File: src/rtl/mips_pkg.sv
// Shared MIPS execute-stage types and constants.
package mips_pkg;

    localparam int unsigned XLEN = 32;

    typedef enum logic [1:0] {
        MD_MULT  = 2'b00,
        MD_MULTU = 2'b01,
        MD_DIV   = 2'b10,
        MD_DIVU  = 2'b11
    } md_op_t;

    typedef logic [1:0] md_state_t;

    localparam md_state_t IDLE = 2'd0;
    localparam md_state_t RUN  = 2'd1;
    localparam md_state_t FIX  = 2'd2;

endpackage

File: src/rtl/md_iter_core.sv
// Unsigned multiply/divide datapath: one shift-add or restoring shift-subtract step per enable.
module md_iter_core #(
    parameter int unsigned XLEN = mips_pkg::XLEN
) (
    input  logic              clk,
    input  logic              reset,
    input  logic              load_i,
    input  logic              step_i,
    input  logic              is_div_i,
    input  logic [XLEN-1:0]   a_i,
    input  logic [XLEN-1:0]   b_i,
    output logic [2*XLEN-1:0] acc_o
);

    logic [2*XLEN-1:0] acc_q, acc_d;
    logic [XLEN-1:0]   opd_q, opd_d;
    logic              is_div_q, is_div_d;
    logic [XLEN:0]     sum;
    logic [XLEN:0]     rem_sh;
    logic [XLEN-1:0]   rem_sub;

    // Multiply: acc = {partial, multiplier}; divide: acc = {remainder, dividend/quotient}.
    always_comb begin
        sum      = {1'b0, acc_q[2*XLEN-1:XLEN]} + {1'b0, opd_q};
        rem_sh   = acc_q[2*XLEN-1:XLEN-1];
        rem_sub  = rem_sh[XLEN-1:0] - opd_q;
        acc_d    = acc_q;
        opd_d    = opd_q;
        is_div_d = is_div_q;
        if (load_i) begin
            is_div_d = is_div_i;
            opd_d    = is_div_i ? b_i : a_i;
            acc_d    = {{XLEN{1'b0}}, (is_div_i ? a_i : b_i)};
        end else if (step_i) begin
            if (is_div_q) begin
                if (rem_sh >= {1'b0, opd_q}) begin
                    acc_d = {rem_sub, acc_q[XLEN-2:0], 1'b1};
                end else begin
                    acc_d = {rem_sh[XLEN-1:0], acc_q[XLEN-2:0], 1'b0};
                end
            end else if (acc_q[0]) begin
                acc_d = {sum, acc_q[XLEN-1:1]};
            end else begin
                acc_d = {1'b0, acc_q[2*XLEN-1:1]};
            end
        end
    end

    always_ff @(posedge clk or posedge reset) begin
        if (reset) begin
            acc_q    <= '0;
            opd_q    <= '0;
            is_div_q <= 1'b0;
        end else begin
            acc_q    <= acc_d;
            opd_q    <= opd_d;
            is_div_q <= is_div_d;
        end
    end

    assign acc_o = acc_q;

endmodule

File: src/rtl/mult_div_unit.sv
// Iterative MULT/MULTU/DIV/DIVU engine with architectural HI/LO registers.
module mult_div_unit #(
    parameter int unsigned XLEN  = mips_pkg::XLEN,
    parameter int unsigned CNT_W = 6
) (
    input  logic            clk,
    input  logic            reset,
    input  logic            start,
    input  logic [1:0]      op,
    input  logic [XLEN-1:0] src_a,
    input  logic [XLEN-1:0] src_b,
    input  logic            mthi,
    input  logic            mtlo,
    input  logic            rd_hilo_req,
    output logic [XLEN-1:0] hi,
    output logic [XLEN-1:0] lo,
    output logic            busy,
    output logic            done,
    output logic            stall
);
    import mips_pkg::*;

    md_state_t         state_q, state_d;
    logic [CNT_W-1:0]  cnt_q, cnt_d;
    logic [XLEN-1:0]   hi_q, hi_d, lo_q, lo_d;
    logic              done_q, done_d;
    logic              is_div_q, res_neg_q, rem_neg_q, div_zero_q;

    md_op_t            op_in;
    logic              launch, is_signed_in, is_div_in, a_neg, b_neg;
    logic [XLEN-1:0]   a_mag, b_mag;
    logic [2*XLEN-1:0] acc, prod;
    logic [XLEN-1:0]   quo, rem, res_hi, res_lo;

    always_comb begin
        op_in        = md_op_t'(op);
        launch       = (state_q == IDLE) && start;
        is_signed_in = (op_in == MD_MULT) || (op_in == MD_DIV);
        is_div_in    = (op_in == MD_DIV) || (op_in == MD_DIVU);
        a_neg        = is_signed_in && src_a[XLEN-1];
        b_neg        = is_signed_in && src_b[XLEN-1];
        a_mag        = a_neg ? -src_a : src_a;
        b_mag        = b_neg ? -src_b : src_b;
    end

    md_iter_core #(
        .XLEN (XLEN)
    ) u_core (
        .clk      (clk),
        .reset    (reset),
        .load_i   (launch),
        .step_i   (state_q == RUN),
        .is_div_i (is_div_in),
        .a_i      (a_mag),
        .b_i      (b_mag),
        .acc_o    (acc)
    );

    // Divide by zero leaves |dividend| in the remainder, so only LO needs forcing.
    always_comb begin
        prod = res_neg_q ? -acc : acc;
        quo  = acc[XLEN-1:0];
        rem  = acc[2*XLEN-1:XLEN];
        if (is_div_q) begin
            res_lo = div_zero_q ? '1 : (res_neg_q ? -quo : quo);
            res_hi = rem_neg_q ? -rem : rem;
        end else begin
            res_lo = prod[XLEN-1:0];
            res_hi = prod[2*XLEN-1:XLEN];
        end
    end

    always_comb begin
        state_d = state_q;
        cnt_d   = cnt_q;
        hi_d    = hi_q;
        lo_d    = lo_q;
        done_d  = 1'b0;
        unique case (state_q)
            IDLE: begin
                if (start) begin
                    state_d = RUN;
                    cnt_d   = '0;
                end else begin
                    if (mthi) hi_d = src_a;
                    if (mtlo) lo_d = src_a;
                end
            end
            RUN: begin
                cnt_d = cnt_q + CNT_W'(1);
                if (cnt_q == CNT_W'(XLEN - 1)) begin
                    state_d = FIX;
                    cnt_d   = '0;
                end
            end
            FIX: begin
                hi_d    = res_hi;
                lo_d    = res_lo;
                done_d  = 1'b1;
                state_d = IDLE;
            end
            default: state_d = IDLE;
        endcase
    end

    always_ff @(posedge clk or posedge reset) begin
        if (reset) begin
            state_q <= IDLE;
            cnt_q   <= '0;
            hi_q    <= '0;
            lo_q    <= '0;
            done_q  <= 1'b0;
        end else begin
            state_q <= state_d;
            cnt_q   <= cnt_d;
            hi_q    <= hi_d;
            lo_q    <= lo_d;
            done_q  <= done_d;
        end
    end

    always_ff @(posedge clk or posedge reset) begin
        if (reset) begin
            is_div_q   <= 1'b0;
            res_neg_q  <= 1'b0;
            rem_neg_q  <= 1'b0;
            div_zero_q <= 1'b0;
        end else if (launch) begin
            is_div_q   <= is_div_in;
            res_neg_q  <= a_neg ^ b_neg;
            rem_neg_q  <= a_neg;
            div_zero_q <= (src_b == '0);
        end
    end

    assign hi    = hi_q;
    assign lo    = lo_q;
    assign done  = done_q;
    assign busy  = (state_q != IDLE);
    assign stall = busy && (start || rd_hilo_req || mthi || mtlo);

endmodule
File: config.mk
export PLATFORM = sky130hd
export DESIGN_NAME = mult_div_unit
export DESIGN_NICKNAME = d
export VERILOG_FILES = /design/src/rtl/mips_pkg.sv /design/src/rtl/md_iter_core.sv /design/src/rtl/mult_div_unit.sv
export SDC_FILE = /design/constraint.sdc
export NUM_CORES = 1
export LEC_CHECK = 0
export ABC_AREA = 1
export BUFFER_PORTS_ARGS = -buffer_cell sky130_fd_sc_hd__clkbuf_2
export CAP_MARGIN = 5
export CELL_PAD_IN_SITES_DETAIL_PLACEMENT = 1
export CELL_PAD_IN_SITES_GLOBAL_PLACEMENT = 2
export CORE_MARGIN = 2
export CORE_UTILIZATION = 35
export DETAILED_ROUTE_END_ITERATION = 6
export PLACE_DENSITY = 0.91
export RECOVER_POWER = 50
export SETUP_SLACK_MARGIN = 0.05
export SYNTH_ARGS = -nofsm -noshare
export SYNTH_HDL_FRONTEND = slang
export SYNTH_SLANG_ARGS = --single-unit
File: constraint.sdc
create_clock -name clk -period 8.15 [get_ports clk]
set_input_delay 1.2225 -clock clk [delete_from_list [all_inputs] [get_ports clk]]
set_output_delay 1.2225 -clock clk [all_outputs]
set_load 0.03 [all_outputs]
# After elaboration in Yosys (flattened, before gate mapping)
# Index checks and enable logic that the tools add are counted.
# op_classes
shifts	0
muxes	28
n_bitwise	1
n_lt_le_gt_ge	1
eq_ne	10
n_reduce_logical	20
n_mul	0
div_mod_pow	0
add_sub_neg	8
# op_table
op	count
$mux 32	13
$mux 64	6
$neg 32->32	4
$pmux 32 s2	2
$neg 64->64	1
$add 32x32->33	1
$ge 33x32->1	1
$logic_not 32->1	1
$sub 32x32->32	1
$mux 6	2
$pmux 6 s2	1
$ne 2x2->1 const B	5
$reduce_bool 2->1	4
$add 6x1->6 const B	1
$eq 2x2->1 const B	3
$eq 6x5->1 const B	1
$reduce_and 3->1	2
$logic_or 1x1->1	5
$logic_and 1x1->1	4
$logic_not 2->1	2
$mux 2	2
$pmux 2 s2	1
$reduce_and 2->1	2
$eq 2x1->1 const B	1
other kinds (2)	2
# totals
ramBits	0
latchBits	0
out_inout_bits	67
in_bits	72
word_cells	79
romBits	0
regBits	173
mem_count	0

# Depth between registers and ports, before layout
# Gate-level depths: netlist (run 1).
# depth
depth_word	6
mapped_depth	18
depth_no_buf	18

# Cells and area by module
# Synthesis (run 1) repeated with hierarchy kept, for this count alone.
# unflattened
hier_cells	3140
area_unflattened_um2	18238.7
# modules_own_cells
mod	cells_each	area_each_um2	instances
md_iter_core	1722	10256.1	1
mult_div_unit	1418	7982.7	1

# Worst setup path after synthesis (run 1)
# No wires, ideal clock.
# synth_timing
kind	input to output
from	input port mtlo
to	output port stall
arrival_ns	1.792
path_slack_ns	5.136
cell_stages	2
path_cell_list	inv_1 > a21oi_1
# synth_via
elab_chain_len	2
# synth_rtl
element	line	source
start: declaration	mult_div_unit.sv:13	input logic mtlo,
$logic_or 1x1->1	mult_div_unit.sv:140	assign stall = busy && (start || rd_hilo_req || mthi || mtlo);
$logic_and 1x1->1	mult_div_unit.sv:140	
end: declaration	mult_div_unit.sv:19	output logic stall
# No other way between the ends.

==> results of run 1 <==
[synthesized netlist by cell type, drive strengths merged (3+ instances only)]
library cell / count / area [sq um]
ha: 69 / 863
o31ai: 5 / 37.5
nand3: 250 / 1250
dfrtp: 173 / 4330
o21a: 4 / 30.0
or2: 6 / 37.5
o21bai: 11 / 82.6
nor3: 30 / 150
a21oi: 199 / 996
xnor2: 14 / 123
nor2: 409 / 1550
inv: 415 / 1560
nor4: 6 / 37.5
nand2: 1001 / 3760
a22oi: 13 / 97.6
a211oi: 3 / 47.6
nand3b: 14 / 105
clkinv: 5 / 18.8
clkbuf: 68 / 255
o22ai: 10 / 62.6
o211ai: 36 / 270
nand4: 30 / 188
o221ai: 12 / 105
a31oi: 18 / 113
buf: 35 / 168
o21ai: 188 / 952
xor2: 61 / 534
[flip-flops by register name, summed over array words and instances, names as in the netlist]
| signal | count |
|---|---|
| u_core.is_div_q | 1 |
| done | 1 |
| state_q | 2 |
| u_core.opd_q | 32 |
| res_neg_q | 1 |
| hi | 32 |
| rem_neg_q | 1 |
| cnt_q | 6 |
| u_core.acc_o | 64 |
| div_zero_q | 1 |
| lo | 32 |
[report_power, final]
part	switching [mW]	internal, mW
clock	0.426	0.435
combinational	5.30	2.18
sequential	0.753	1.30
total	6.48	3.91
[worst reg2reg max path, stage by stage, from the launching register on]
cell and delay [ns]:
dfrtp_1 0.40, inv_1 0.15, nor2_4 0.11, buf_4 0.32, clkbuf_1 2.15, nor2_1 0.70
nor2_1 0.28, a21oi_1 0.10
[per-layer routing]
metal	track usage	wire [um]	up-vias	share of wire
li1	-	-	10100	-
met1	0.485	40900	10800	0.43
met2	0.550	41700	910	0.44
met3	0.0432	6570	175	0.070
met4	0.178	5030	0	0.053
met5	0	0	-	0
[cells by family after synthesis]
group                    share of synthesized area
AO/OA/AOI/OAI                                0.161
adder cells (fa/ha/maj)                     0.0506
flip-flops                                   0.243
AND/OR/NAND/NOR                              0.397
buffers and inverters                        0.112
XOR/XNOR                                    0.0368
[cell type report]
| type | instances | area (sq um) |
|---|---|---|
| clock buffers | 19 | 443 |
| repair buffers | 161 | 763 |
| flip-flops and latches | 173 | 4330 |
| inverters | 420 | 1580 |
| clock inverters | 13 | 130 |
| fillers | 7028 | 30700 |
| well taps | 672 | 841 |
| multi-input cells | 2401 | 11500 |
[how the worst max path moves through the flow]
| stage | start | endpoint | slack (ns) | cells after the start |
|---|---|---|---|---|
| floorplan | reset | cnt_q[0]$_DFFE_PP0P_ | 2.24 | 1 |
| global placement | start | hi[20]$_DFFE_PP0P_ | 4.20 | 9 |
| detailed placement | start | hi[20]$_DFFE_PP0P_ | 4.21 | 9 |
| CTS | u_core.acc_o[53]$_DFFE_PP0P_ | u_core.acc_o[44]$_DFFE_PP0P_ | 4.57 | 13 |
| global route | reset | u_core.is_div_q$_DFFE_PP0P_ | 2.62 | 3 |
| finish | reset | u_core.is_div_q$_DFFE_PP0P_ | 3.24 | 3 |
[per-stage QoR]
step	hold slack (ns)	power, mW	setup slack, ns	cells	utilization
after floorplan	0.453	6.66	2.24	3097	-
after global placement	0.466	9.22	4.20	3827	0.381
after detailed placement	0.478	9.36	4.21	3827	0.381
after CTS	0.497	10.3	4.57	3859	0.393
after global routing	0.521	11.2	2.62	3859	0.390
final	0.492	10.4	3.24	3859	0.390
==> key figures, run 1 <==
Clock tree
  – Clock-pin slew on the worst setup and hold paths: 0.07 ns
  – Total CTS buffers: 17
  – CTS tree: done
  – Total setup buffers inserted after CTS: 0
  – Clock latency on the worst-skew pair: 0.51 ns
  – Root Buffer: clkbuf_16
  – CTS Buffer Depth: 2
  – CTS resizes: 0
  – Cts hold-fix bufs: 0
  – CTS Sinks: 173
  – H-tree Lvls: 4

GRT
  – Initial antenna violation count: 1
  – Largest net degree at the start of global routing: 98
  – Grt ovf: 0
  – Vias in the first global route: 21900
  – First-pass GRT wire length: around 140000 um
  – Tot GR Track Use: 0.354

Finish
  – # diodes: 0
  – Commonest non-fill, non-tap cell in the layout: nand2_1
  – Layout cells sized above 1: 0.0461
  – Design Area, Final: ~20000 sq um
  – Final nets: roughly 3300
  – Area Growth Syn to Fin: 9.90%
  – Most frequent cells in the layout: nand2_1, inv_1, nor2_1

Timing
  – Slew headroom: -2.24
  – Slew Limit Fails: around 240
  – FMAX: approximately 0.20 GHz
  – Setup TNS: 0 ns
  – Final Hold Vio Count: 0
  – Clock skew: 0.0133 ns
  – Period utilisation layout: 0.603
  – Slew @ Worst Pin: 4.84 ns
  – Minimum clock period: 4.91 ns
  – Final setup viols: 0
  – RSZ-0062 raised after global routing: false

Worst setup path
  – CP peak stage delay: 2.67 ns
  – CP arrival: 5.30 ns
  – Reg2reg setup slack: 3.82 ns
  – Slowest CP cell: clkinvlp_2
  – Crit-path leading delay family: buffers and inverters
  – Worst setup SP type: primary input
  – CP endpoint kind: async pin
  – Crit Path Max Fanout: 97
  – RR Endpoint: lo[16]$_DFFE_PP0P_
  – R2R cell count: 7
  – Cells along the critical path: clkbuf_2, clkinvlp_2, buf_4
  – Classification of the worst setup path: in2async
  – Reg-to-Reg Start: state_q[1]$_DFFE_PP0P_
  – WP data required: 8.54 ns
  – Worst Path Buf+Inv: 3

Power
  – P per Cell Area: 530 nW/um^2
  – VDD IR-drop max: 0.232 mV
  – Static leakage: between 9 and 10 nW

Drt
  – Final wirelength: 94100 um
  – WL/cell: 24.4 um
  – Drt first pass iters: 6
  – Via count: 22000
  – DR iter-0 viols: ~2200
  – Vias per std cell: about 5.7
  – # DRC: 0
  – Routed Antenna Nets: 0

Synthesis
  – Register area share after synthesis: 0.243
  – Seq cells post-synth: between 150 and 200
  – Yosys cell types: 46
  – Syn_nets: 3240
  – EDFF count, synth: 0
  – Syn avg cell area: between 5 and 6 sq um
  – Async SR Flop Fraction: 1.00
  – Synth Warn #: 0
  – Most used DFF post-synth: dfrtp_1
  – Mapped Area: 17800 sq um
  – Post-Syn Instances: 3097

Flow run
  – Max-cap violations: 4

Die
  – Die area: 52800 sq um
  – Site Rows: 82
  – Core area: 50300 sq um
  – Die X: 230 um
  – Ports: 139
  – Die Y-Extent: 230 um
  – Initial core utilization: 0.355

Run status
  – Status: finished with violations
  – Failing checks: max-capacitance violations, max-slew violations

Placement
  – Final GP Congestion: 1.04
  – Cell Area, Placed: 19200 sq um
  – Hpwl dp: 76900 um
  – IO buf count: around 140

Min path
  – Hold path start: lo[8]$_DFFE_PP0P_
  – Min-Delay Path Depth: 2
  – Min-Delay Endpoint: lo[8]$_DFFE_PP0P_
  – HP Class: reg2reg
Power figures use the tool's default switching activity.
==> run 2, diff against run 1 <==
--- a/config.mk
+++ b/config.mk
@@ -11,9 +11,9 @@
 export CELL_PAD_IN_SITES_DETAIL_PLACEMENT = 1
 export CELL_PAD_IN_SITES_GLOBAL_PLACEMENT = 2
 export CORE_MARGIN = 2
-export CORE_UTILIZATION = 35
+export CORE_UTILIZATION = 29
 export DETAILED_ROUTE_END_ITERATION = 6
-export PLACE_DENSITY = 0.91
+export PLACE_DENSITY = 0.81
 export RECOVER_POWER = 50
 export SETUP_SLACK_MARGIN = 0.05
 export SYNTH_ARGS = -nofsm -noshare
==> constraint.sdc (replaced) <==
create_clock -name clk -period 4.3 [get_ports clk]
set_input_delay 0.645 -clock clk [delete_from_list [all_inputs] [get_ports clk]]
set_output_delay 0.645 -clock clk [all_outputs]
set_load 0.03 [all_outputs]
==> key figures, run 2 (synthesis results as in run 1) <==
Run status
  – Status: finished with violations
  – Failing checks: max-capacitance violations, max-slew violations

Power
  – VDD IR-drop max: 0.408 mV (+76%)
  – Design Power: 19.9 mW (+91%)
  – P per Cell Area: 995 nW/um^2 (+88%)
  – Static leakage: 10.0 nW (+2.1%)

Worst setup path
  – Crit-path leading delay family: simple AND/OR/NAND/NOR gates
  – Cells along the critical path: inv_1, ha_1, nand2_1, inv_1, nand2_1, nand2_1, inv_1, nand2_1, nand2_1, nand3_1, nand2_1, nand2_2, nand2_2, inv_2, nand2_1, nand3_1, o21ai_0
  – Most used cell along the critical path: nand2_1
  – WP data required: 4.69 ns (-3.85 ns)
  – CP arrival: 3.99 ns (-1.31 ns)
  – CP peak stage delay: 0.53 ns (-2.14 ns)
  – Classification of the worst setup path: reg2reg
  – Slowest CP cell: dfrtp_1
  – Worst Path Buf+Inv: 4 (+1)
  – Crit Path Max Fanout: 15 (-85%)
  – Worst setup SP type: flip-flop
  – CP endpoint kind: flip-flop

Drt
  – Routed Antenna Nets: 0 (unchanged)
  – Wire length on met2: 44600 um (+7.1%)
  – Highest Signal Layer: met5
  – Met3 wire length: 5810 um (-12%)
  – Met1 Wirelength: 43900 um (+7.3%)
  – Via count: 21800 (-0.71%)
  – Final wirelength: 99000 um (+5.1%)
  – WL/cell: 24.8 um (+1.8%)
  – Drt first pass iters: 6 (unchanged)
  – DR iter-0 viols: 1886 (-16%)
  – Vias per std cell: 5.47 (-3.9%)
  – # DRC: 0 (unchanged)

Clock tree
  – Clock latency on the worst-skew pair: 0.52 ns (about the same)
  – Total CTS buffers: 17 (unchanged)
  – H-tree Lvls: 4 (unchanged)
  – Root Buffer: clkbuf_16
  – CTS Sinks: 173 (unchanged)
  – CTS resizes: 0 (unchanged)
  – Total setup buffers inserted after CTS: 0 (unchanged)
  – Clock-pin slew on the worst setup and hold paths: 0.09 ns (+0.02 ns)
  – CTS Buffer Depth: 2 (unchanged)
  – Cts hold-fix bufs: 0 (unchanged)
  – CTS tree: done

Timing
  – Clock skew: 0.0201 ns (+0.00673 ns)
  – Slew Limit Fails: 96 (-60%)
  – RSZ-0062 raised after global routing: false
  – Minimum clock period: 3.60 ns
  – Setup TNS: 0 ns (unchanged)
  – Hold slack: 0.476 ns (-0.0159 ns)
  – FMAX: 0.278 GHz
  – Period utilisation layout: 0.837
  – Final setup viols: 0 (unchanged)
  – Slew @ Worst Pin: 1.74 ns (-3.10 ns)
  – Setup slack after layout: 0.699 ns (-2.54 ns)
  – Slew headroom: -0.159 (+2.08)
  – Final Hold Vio Count: 0 (unchanged)

Placement
  – Cell Area, Placed: 19400 sq um (+1.4%)
  – Post-place setup slack: 0.758 ns (-3.45 ns)
  – Hpwl dp: 81400 um (+5.9%)
  – Final GP Congestion: 0.956 (-8.2%)
  – IO buf count: 138 (unchanged)

GRT
  – Initial antenna violation count: 5 (+4)
  – Tot GR Track Use: 0.310 (-0.0439)
  – Largest net degree at the start of global routing: 84 (-14%)
  – First-pass GRT wire length: 144000 um (+3.0%)
  – Vias in the first global route: 21900 (unchanged)
  – Grt ovf: 0 (unchanged)

Finish
  – Area Growth Syn to Fin: 11.9%
  – Design Area, Final: 20000 sq um (+1.9%)
  – Most frequent cells in the layout: nand2_1, inv_1, nor2_1
  – Commonest non-fill, non-tap cell in the layout: nand2_1
  – Layout cells sized above 1: 0.0650 (+0.0188)
  – Max reg flops: 64 (unchanged)
  – Final nets: 3332 (+0.45%)

Die
  – Site Rows: 90 (+9.8%)
  – Ports: 139 (unchanged)
  – Die area: 63600 sq um (+20%)
  – Initial core utilization: 0.295 (-0.0604)
  – Die X: 252 um (+9.7%)
  – Core area: 60600 sq um (+21%)
  – Die Y-Extent: 252 um (+9.7%)

Flow run
  – Max-cap violations: 2 (-2)

Min path
  – HP Class: in2reg
## run 2: area by class of cell
cell class | instances | area (sq um)
diodes | 2 | 5.00
clock buffers | 17 | 425
clock inverters | 15 | 168
fillers | 8200 | 40600
inverters | 420 | 1580
multi-input cells | 2401 | 11600
flip-flops and latches | 173 | 4330
well taps | 782 | 978
repair buffers | 176 | 945
## run 2: final timing paths
kind	endpoint	cells after the start	from	slack (ns)
hold / removal	div_zero_q$_DFFE_PP0P_	4	src_b[30]	0.48
hold reg to reg	lo[20]$_DFFE_PP0P_	2	lo[20]$_DFFE_PP0P_	0.49
setup reg to reg	u_core.acc_o[47]$_DFFE_PP0P_	17	u_core.opd_q[8]$_DFFE_PP0P_	0.70
max in group asynchronous	lo[9]$_DFFE_PP0P_	3	reset	1.43
setup / recovery	u_core.acc_o[47]$_DFFE_PP0P_	17	u_core.opd_q[8]$_DFFE_PP0P_	0.70
min in group asynchronous	hi[11]$_DFFE_PP0P_	2	reset	0.50
## run 2: stage by stage
step	cells	util
CTS	3984	0.331
floorplan	3097	-
detailed placement	3952	0.321
global route	3985	0.330
global placement	3952	0.321
finish	3986	0.330
## run 2: power breakdown
group / switching (mW) / leakage, nW / internal, mW / total (mW)
combinational: 10.3 / 7.71 / 4.24 / 14.6
clock: 0.893 / 0.282 / 0.781 / 1.67
sequential: 1.15 / 2.03 / 2.47 / 3.62
total: 12.4 / 10.0 / 7.49 / 19.9
## run 2: worst reg2reg max path: cells and delay by family, from the launching register on
kind,cells,cell delay (ns)
compound gates,1,0.08
flops,1,0.53
fa+ha+maj,1,0.40
buf+inv,4,0.73
simple gates,11,1.72
## run 2: routing by layer
layer | vias up | global-route usage
met3 | 147 | 0.0469
met1 | 10800 | 0.417
met4 | 8 | 0.140
met2 | 714 | 0.491
li1 | 10100 | -
met5 | - | 0
